File: config.mk
export PLATFORM = sky130hd
export DESIGN_NAME = sys_cmd_ctrl_flat
export DESIGN_NICKNAME = d
export VERILOG_FILES = /design/src/rtl/sys_cmd_ctrl_if.sv /design/src/rtl/sys_cmd_ctrl.sv /design/src/flat_wrapper.sv
export SDC_FILE = /design/constraint.sdc
export NUM_CORES = 1
export LEC_CHECK = 0
export ABC_AREA = 1
export CELL_PAD_IN_SITES_DETAIL_PLACEMENT = 1
export CELL_PAD_IN_SITES_GLOBAL_PLACEMENT = 2
export CORE_MARGIN = 2
export CORE_UTILIZATION = 29
export DETAILED_ROUTE_END_ITERATION = 16
export GPL_ROUTABILITY_DRIVEN = 0
export PLACE_DENSITY = 0.95
export REMOVE_ABC_BUFFERS = 1
export SLEW_MARGIN = 15
export SYNTH_ARGS = -nofsm -noshare
export SYNTH_HDL_FRONTEND = slang
export SYNTH_SLANG_ARGS = --single-unit
File: constraint.sdc
create_clock -name i_clk -period 4.4 [get_ports i_clk]
set_input_delay 0.44 -clock i_clk [delete_from_list [all_inputs] [get_ports i_clk]]
set_output_delay 0.44 -clock i_clk [all_outputs]
set_load 0.02 [all_outputs]
File: src/rtl/sys_cmd_ctrl_if.sv
// Bus bundle between the command sequencer and its RX / register file / ALU / TX neighbours.
// Latency: none, wires only.
// Backpressure: FIFO_FULL from the TX FIFO is the only stall signal carried here.
interface sys_cmd_ctrl_if #(
  parameter int DATA_WIDTH = 8,
  parameter int OUT_WIDTH  = 16,
  parameter int ADDR       = 4
);
  // RX side
  logic [DATA_WIDTH-1:0] RX_P_DATA;
  logic                  RX_D_VLD;
  // register file side
  logic                  WrEn;
  logic                  RdEn;
  logic [ADDR-1:0]       Address;
  logic [DATA_WIDTH-1:0] WrData;
  logic [DATA_WIDTH-1:0] RdData;
  logic                  RdData_Valid;
  // ALU side
  logic                  ALU_EN;
  logic [3:0]            ALU_FUN;
  logic                  CLK_EN;
  logic [OUT_WIDTH-1:0]  ALU_OUT;
  logic                  OUT_VALID;
  // TX side
  logic [DATA_WIDTH-1:0] TX_P_DATA;
  logic                  TX_D_VLD;
  logic                  FIFO_FULL;
  // status
  logic                  CMD_ERR;

  // The sequencer drives the control strobes and consumes the returned data
  modport master (
    input  RX_P_DATA, RX_D_VLD, RdData, RdData_Valid, ALU_OUT, OUT_VALID, FIFO_FULL,
    output WrEn, RdEn, Address, WrData, ALU_EN, ALU_FUN, CLK_EN, TX_P_DATA, TX_D_VLD, CMD_ERR
  );

  // The surrounding system sees the mirror image
  modport slave (
    output RX_P_DATA, RX_D_VLD, RdData, RdData_Valid, ALU_OUT, OUT_VALID, FIFO_FULL,
    input  WrEn, RdEn, Address, WrData, ALU_EN, ALU_FUN, CLK_EN, TX_P_DATA, TX_D_VLD, CMD_ERR
  );
endinterface

File: src/rtl/sys_cmd_ctrl.sv
// Frame command sequencer: decodes RX bytes into register file / ALU operations and returns results as TX bytes.
// Latency: every output is registered, one cycle after the triggering strobe.
// Backpressure: TX bytes are held in TX_LO/TX_HI while FIFO_FULL is high; RX bytes arriving while busy are dropped with CMD_ERR.
module sys_cmd_ctrl #(
  parameter int DATA_WIDTH = 8,
  parameter int OUT_WIDTH  = 16,
  parameter int ADDR       = 4,
  parameter int TIMEOUT    = 255
) (
  input  logic            i_clk,
  input  logic            i_rst,
  sys_cmd_ctrl_if.master  bus
);

  localparam int TW = $clog2(TIMEOUT + 1);

  localparam logic [DATA_WIDTH-1:0] CMD_WR     = DATA_WIDTH'('hAA);
  localparam logic [DATA_WIDTH-1:0] CMD_RD     = DATA_WIDTH'('hBB);
  localparam logic [DATA_WIDTH-1:0] CMD_ALU_OP = DATA_WIDTH'('hCC);
  localparam logic [DATA_WIDTH-1:0] CMD_ALU_NO = DATA_WIDTH'('hDD);

  typedef enum logic [3:0] {
    IDLE, WR_ADDR, WR_DATA, RD_ADDR, RD_WAIT,
    OP_A, OP_B, ALU_FUN_S, ALU_WAIT, TX_LO, TX_HI
  } state_t;

  state_t                r_state;
  logic                  r_wr_en;
  logic                  r_rd_en;
  logic [ADDR-1:0]       r_addr;
  logic [DATA_WIDTH-1:0] r_wr_data;
  logic                  r_alu_en;
  logic [3:0]            r_alu_fun;
  logic                  r_clk_en;
  logic [DATA_WIDTH-1:0] r_tx_data;
  logic                  r_tx_vld;
  logic                  r_cmd_err;
  logic [OUT_WIDTH-1:0]  r_result;
  logic                  r_two_byte;
  logic [TW-1:0]         r_timer;

  logic [DATA_WIDTH-1:0] w_rx_byte;
  logic                  w_rx_vld;
  logic                  w_timer_done;

  assign w_rx_byte    = bus.RX_P_DATA;
  assign w_rx_vld     = bus.RX_D_VLD;
  assign w_timer_done = (r_timer == TW'(TIMEOUT - 1));

  // Command FSM; strobes default low each cycle so each event yields a single-cycle pulse
  always_ff @(posedge i_clk) begin
    if (i_rst) begin
      r_state    <= IDLE;
      r_wr_en    <= 1'b0;
      r_rd_en    <= 1'b0;
      r_addr     <= '0;
      r_wr_data  <= '0;
      r_alu_en   <= 1'b0;
      r_alu_fun  <= '0;
      r_clk_en   <= 1'b0;
      r_tx_data  <= '0;
      r_tx_vld   <= 1'b0;
      r_cmd_err  <= 1'b0;
      r_result   <= '0;
      r_two_byte <= 1'b0;
      r_timer    <= '0;
    end else begin
      r_wr_en   <= 1'b0;
      r_rd_en   <= 1'b0;
      r_alu_en  <= 1'b0;
      r_tx_vld  <= 1'b0;
      r_cmd_err <= 1'b0;
      case (r_state)
        IDLE: begin
          if (w_rx_vld) begin
            case (w_rx_byte)
              CMD_WR:     r_state <= WR_ADDR;
              CMD_RD:     r_state <= RD_ADDR;
              CMD_ALU_OP: r_state <= OP_A;
              CMD_ALU_NO: r_state <= ALU_FUN_S;
              default:    r_cmd_err <= 1'b1;
            endcase
          end
        end
        WR_ADDR: begin
          if (w_rx_vld) begin
            r_addr  <= w_rx_byte[ADDR-1:0];
            r_state <= WR_DATA;
          end
        end
        WR_DATA: begin
          if (w_rx_vld) begin
            r_wr_en   <= 1'b1;
            r_wr_data <= w_rx_byte;
            r_state   <= IDLE;
          end
        end
        RD_ADDR: begin
          if (w_rx_vld) begin
            r_rd_en <= 1'b1;
            r_addr  <= w_rx_byte[ADDR-1:0];
            r_timer <= '0;
            r_state <= RD_WAIT;
          end
        end
        RD_WAIT: begin
          if (w_rx_vld) r_cmd_err <= 1'b1;
          if (bus.RdData_Valid) begin
            r_result   <= {{(OUT_WIDTH-DATA_WIDTH){1'b0}}, bus.RdData};
            r_two_byte <= 1'b0;
            r_state    <= TX_LO;
          end else if (w_timer_done) begin
            r_cmd_err <= 1'b1;
            r_state   <= IDLE;
          end else begin
            r_timer <= r_timer + TW'(1);
          end
        end
        OP_A: begin
          // operand A lands in register 0
          if (w_rx_vld) begin
            r_wr_en   <= 1'b1;
            r_addr    <= '0;
            r_wr_data <= w_rx_byte;
            r_state   <= OP_B;
          end
        end
        OP_B: begin
          // operand B lands in register 1
          if (w_rx_vld) begin
            r_wr_en   <= 1'b1;
            r_addr    <= ADDR'(1);
            r_wr_data <= w_rx_byte;
            r_state   <= ALU_FUN_S;
          end
        end
        ALU_FUN_S: begin
          if (w_rx_vld) begin
            r_alu_en  <= 1'b1;
            r_alu_fun <= w_rx_byte[3:0];
            r_clk_en  <= 1'b1;
            r_timer   <= '0;
            r_state   <= ALU_WAIT;
          end
        end
        ALU_WAIT: begin
          if (w_rx_vld) r_cmd_err <= 1'b1;
          if (bus.OUT_VALID) begin
            r_result   <= bus.ALU_OUT;
            r_two_byte <= 1'b1;
            r_clk_en   <= 1'b0;
            r_state    <= TX_LO;
          end else if (w_timer_done) begin
            r_cmd_err <= 1'b1;
            r_clk_en  <= 1'b0;
            r_state   <= IDLE;
          end else begin
            r_timer <= r_timer + TW'(1);
          end
        end
        TX_LO: begin
          if (w_rx_vld) r_cmd_err <= 1'b1;
          if (!bus.FIFO_FULL) begin
            r_tx_vld  <= 1'b1;
            r_tx_data <= r_result[DATA_WIDTH-1:0];
            r_state   <= r_two_byte ? TX_HI : IDLE;
          end
        end
        TX_HI: begin
          if (w_rx_vld) r_cmd_err <= 1'b1;
          if (!bus.FIFO_FULL) begin
            r_tx_vld  <= 1'b1;
            r_tx_data <= r_result[DATA_WIDTH +: DATA_WIDTH];
            r_state   <= IDLE;
          end
        end
        default: r_state <= IDLE;
      endcase
    end
  end

  assign bus.WrEn      = r_wr_en;
  assign bus.RdEn      = r_rd_en;
  assign bus.Address   = r_addr;
  assign bus.WrData    = r_wr_data;
  assign bus.ALU_EN    = r_alu_en;
  assign bus.ALU_FUN   = r_alu_fun;
  assign bus.CLK_EN    = r_clk_en;
  assign bus.TX_P_DATA = r_tx_data;
  assign bus.TX_D_VLD  = r_tx_vld;
  assign bus.CMD_ERR   = r_cmd_err;

endmodule
File: src/flat_wrapper.sv
// flat-port wrapper written by rule: the top's interface ports become plain ports
module sys_cmd_ctrl_flat 
#(
  parameter int DATA_WIDTH = 8,
  parameter int OUT_WIDTH  = 16,
  parameter int ADDR       = 4,
  parameter int TIMEOUT    = 255
)
  (i_clk, i_rst, bus_RX_P_DATA, bus_RX_D_VLD, bus_RdData, bus_RdData_Valid, bus_ALU_OUT, bus_OUT_VALID, bus_FIFO_FULL, bus_WrEn, bus_RdEn, bus_Address, bus_WrData, bus_ALU_EN, bus_ALU_FUN, bus_CLK_EN, bus_TX_P_DATA, bus_TX_D_VLD, bus_CMD_ERR);
  sys_cmd_ctrl_if #(.DATA_WIDTH(DATA_WIDTH), .OUT_WIDTH(OUT_WIDTH), .ADDR(ADDR)) bus_i ();
  input  logic i_clk;
  input  logic i_rst;
  input wire logic [$bits(bus_i.RX_P_DATA)-1:0] bus_RX_P_DATA;
  input wire logic [$bits(bus_i.RX_D_VLD)-1:0] bus_RX_D_VLD;
  input wire logic [$bits(bus_i.RdData)-1:0] bus_RdData;
  input wire logic [$bits(bus_i.RdData_Valid)-1:0] bus_RdData_Valid;
  input wire logic [$bits(bus_i.ALU_OUT)-1:0] bus_ALU_OUT;
  input wire logic [$bits(bus_i.OUT_VALID)-1:0] bus_OUT_VALID;
  input wire logic [$bits(bus_i.FIFO_FULL)-1:0] bus_FIFO_FULL;
  output wire logic [$bits(bus_i.WrEn)-1:0] bus_WrEn;
  output wire logic [$bits(bus_i.RdEn)-1:0] bus_RdEn;
  output wire logic [$bits(bus_i.Address)-1:0] bus_Address;
  output wire logic [$bits(bus_i.WrData)-1:0] bus_WrData;
  output wire logic [$bits(bus_i.ALU_EN)-1:0] bus_ALU_EN;
  output wire logic [$bits(bus_i.ALU_FUN)-1:0] bus_ALU_FUN;
  output wire logic [$bits(bus_i.CLK_EN)-1:0] bus_CLK_EN;
  output wire logic [$bits(bus_i.TX_P_DATA)-1:0] bus_TX_P_DATA;
  output wire logic [$bits(bus_i.TX_D_VLD)-1:0] bus_TX_D_VLD;
  output wire logic [$bits(bus_i.CMD_ERR)-1:0] bus_CMD_ERR;
  assign bus_i.RX_P_DATA = bus_RX_P_DATA;
  assign bus_i.RX_D_VLD = bus_RX_D_VLD;
  assign bus_i.RdData = bus_RdData;
  assign bus_i.RdData_Valid = bus_RdData_Valid;
  assign bus_i.ALU_OUT = bus_ALU_OUT;
  assign bus_i.OUT_VALID = bus_OUT_VALID;
  assign bus_i.FIFO_FULL = bus_FIFO_FULL;
  assign bus_WrEn = bus_i.WrEn;
  assign bus_RdEn = bus_i.RdEn;
  assign bus_Address = bus_i.Address;
  assign bus_WrData = bus_i.WrData;
  assign bus_ALU_EN = bus_i.ALU_EN;
  assign bus_ALU_FUN = bus_i.ALU_FUN;
  assign bus_CLK_EN = bus_i.CLK_EN;
  assign bus_TX_P_DATA = bus_i.TX_P_DATA;
  assign bus_TX_D_VLD = bus_i.TX_D_VLD;
  assign bus_CMD_ERR = bus_i.CMD_ERR;
  sys_cmd_ctrl #(.DATA_WIDTH(DATA_WIDTH), .OUT_WIDTH(OUT_WIDTH), .ADDR(ADDR), .TIMEOUT(TIMEOUT)) u_core (.i_clk(i_clk), .i_rst(i_rst), .bus(bus_i));
endmodule
==> out/results.tsv <==
stage	metric	value	unit
global_route	grt_usage	17.2	%
floorplan	die-area	10500	µm²
yosys	synthSimpleGateAreaFrac	32.9	%
sta	fin_crit_sh	44.4	%
place	hpwlAfterDp	6420	µm
pwr	p_leak	1.41	nW
yosys	synth_top_family_by_area	simple AND/OR/NAND/NOR gates	
setup_path	critical_path_cell_count	8	
yosys	netlist_instances	403	
floorplan	die_h	103	µm
setup_path	r2r-end	u_core.bus.TX_P_DATA[1]$_SDFFE_PP0P_	
global_route	antenna_found_initial	0	
setup_path	critPathLaunchType	flip-flop	
cells_and_area	layout_commonest_cell	nand2_1	
setup_path	cp_top_family	simple AND/OR/NAND/NOR gates	
sta	finalMaxSlewViolations	0	
yosys	yosysTopAreaCell	dfxtp_1	
yosys	ys.flop_type	dfxtp_1	
cells_and_area	drive_gt1_share	9.09	%
floorplan	start_util	30.2	%
setup_path	cp_slowest_stage_delay	0.44	ns
clock_tree	clk_latency	0.34	ns
routing	ant_nets	0	
setup_path	reg2reg_slack	2.45	ns
setup_path	crit_end	u_core.bus.TX_P_DATA[1]$_SDFFE_PP0P_	
place	placed_cell_area	3590	µm²
yosys	yosysTopAreaCellShare	42.0	%
floorplan	coreArea	9330	µm²
global_route	gr-total-overflow	0	
clock_tree	htreeDepth	3	
cells_and_area	postLayoutCellArea	3810	µm²
hold_path	whs_path_depth	2	
yosys	yosys_warnings	0	
pwr	power.density	307	nW/µm²
clock_tree	post_cts_resized	0	
clock_tree	cts_tree	built	
setup_path	path_max_fanout	16	
sta	max_freq	512	MHz
clock_tree	ctsHoldBuffers	0	
cells_and_area	antenna_cells	0	
hold_path	min_path_type	flip-flop to flip-flop	
sta	worst_pin_slew	0.770	ns
pwr	ir_drop	0.152	mV
global_route	grt_max_degree	34	
clock_tree	post_cts_buffers	0	
routing	finalWirelength	8650	µm
routing	routedWlPerCell	14.4	µm
global_route	grt_pass1_vias	3020	
routing	drt_iter0_drc	128	
setup_path	ff2ff_path_depth	8	
setup_path	arrival	2.22	ns
setup_path	worst_path_most_repeated_cell	inv_2	
setup_path	cp_slowest_cell	dfxtp_1	
routing	drc	0	
clock_tree	numClockSinks	59	
yosys	synth_area	2820	µm²
sta	fin_crit	1.95	ns
setup_path	r2r_start	u_core.r_state[3]$_SDFFE_PP0P_	
global_route	grt_first_pass_wirelength	14100	µm
cells_and_area	layout_common_cells	nand2_1 (107), clkdlybuf4s50_1 (67), dfxtp_1 (59)	
yosys	synth_compound_area_share	16.9	%
clock_tree	clk_pin_slew	0.08	ns
cells_and_area	area_growth	35.4	%
setup_path	critPathKind	flip-flop to flip-flop	
status	outcome	finished clean	
yosys	synth_area_per_cell	6.99	µm²
cells_and_area	fin_nets	508	
yosys	synthMuxAreaShare	0	%
routing	vias	2891	
setup_path	crit_chain	inv_2, nor2_2, nand2_1, nor2_1, inv_2, nor2_4, o21ai_0, a31oi_1	
setup_path	required	4.67	ns
floorplan	io_pins	68	
yosys	seq_area_frac_synth	42.0	%
yosys	yosys_register_bits	59	
routing	viasPerCell	4.80	
yosys	synthTopCellsByArea	dfxtp_1 (42%), nand2_1 (14%), nand3_1 (6.9%)	
setup_path	crit_buf_inv	2	
floorplan	die_w	103	µm
setup_path	end_kind	flip-flop	
clock_tree	clock_path_buffers	2	
sta	hold_viol	0	
yosys	synthAdderAreaFrac	0.889	%
sta	setup_violations	0	
yosys	synthArstFlopShare	0	%
sta	final.setup.tns	0	ns
yosys	yosys.area_share.xor_xnor	0.933	%
floorplan	num_rows	35	
flow_run	maxCapViolCount	0	
sta	rsz0062_at_grt	false	
sta	maxSlewHeadroom	48.6	%
place	portBuffers	67	
sta	clock_skew	0.0113	ns
cells_and_area	final_util	40.9	%
clock_tree	cts-root-buf	clkbuf_8	
clock_tree	cts_buffers	9	
routing	dr.pass1.iters	4	
yosys	synth_cell_types	32	
setup_path	startpoint	u_core.r_state[3]$_SDFFE_PP0P_	
yosys	synth-edff-count	0	
## per-stage QoR
stage / cells / hold WS (ns) / power (mW) / setup WS [ns]
global route: 602 / 0.483 / 1.21 / 2.19
detailed placement: 586 / 0.453 / 0.620 / 2.15
finish: 602 / 0.463 / 1.17 / 2.45
global placement: 586 / 0.450 / 0.619 / 2.17
floorplan: 389 / 0.435 / 0.565 / 2.85
CTS: 602 / 0.465 / 1.19 / 2.41
## worst register-to-register path: stages, from the launching register on
cell     delay [ns]
dfxtp_1        0.44
inv_2          0.09
nor2_2         0.39
nand2_1        0.16
nor2_1         0.15
inv_2          0.07
nor2_4         0.27
o21ai_0        0.13
a31oi_1        0.19
## layout make-up
class | count | area [µm²]
Fill cell | 1185 | 5520
Sequential cell | 59 | 1180
Clock inverter | 7 | 100
Timing Repair Buffer | 68 | 678
Multi-Input combinational cell | 300 | 1450
Clock buffer | 9 | 124
Inverter | 30 | 113
Tap cell | 129 | 161
## power by group
group,switching [mW],internal [mW]
clock network,0.242,0.323
registers,0.000833,0.535
logic,0.0340,0.0371
total,0.277,0.894
## per-layer routing
metal	wire [µm]	part of all wire [%]	vias to the layer above	track usage, %
met3	298	3.4	8	3.86
met2	4380	51	42	30.3
met4	79	0.91	0	4.21
met1	3890	45	1367	21.4
li1	-	-	1474	-
met5	0	0	-	0
## state kept, by name, indices dropped and copies added (netlist names), 4 cells and up
register / count
u_core.r_result: 16
u_core.bus.TX_P_DATA: 8
u_core.bus.WrData: 8
u_core.r_timer: 8
u_core.bus.ALU_FUN: 4
u_core.bus.Address: 4
u_core.r_state: 4
## logic make-up after synthesis
kind of cell | after synthesis
DFF | 59
and+or+nand+nor | 208
buffers and inverters | 44
xor gates and xnor gates | 3
adders and majority gates | 2
AOI/OAI and AO/OA | 87
## cell usage after synthesis (3+ instances only)
master	number
o21ai_1	7
nor2_1	37
clkbuf_1	8
buf_2	3
a31oi_1	17
dfxtp_1	59
nand4_1	6
a21oi_1	37
nor2_2	3
inv_2	7
nand2_1	107
inv_1	21
nand2_2	8
o21ai_0	20
buf_4	3
nand3_1	39
## worst min-delay path by stage
stage / from / to / slack, ns
2_1_floorplan: u_core.r_result[10]$_SDFFE_PP0P_ / u_core.r_result[10]$_SDFFE_PP0P_ / 0.43
3_3_place_gp: u_core.r_result[14]$_SDFFE_PP0P_ / u_core.r_result[14]$_SDFFE_PP0P_ / 0.45
3_5_place_dp: u_core.r_result[14]$_SDFFE_PP0P_ / u_core.r_result[14]$_SDFFE_PP0P_ / 0.45
4_1_cts: u_core.r_result[14]$_SDFFE_PP0P_ / u_core.r_result[14]$_SDFFE_PP0P_ / 0.47
5_1_grt: u_core.r_result[10]$_SDFFE_PP0P_ / u_core.r_result[10]$_SDFFE_PP0P_ / 0.48
6_report: u_core.r_result[14]$_SDFFE_PP0P_ / u_core.r_result[14]$_SDFFE_PP0P_ / 0.46
(Power assumes the default switching activity.)
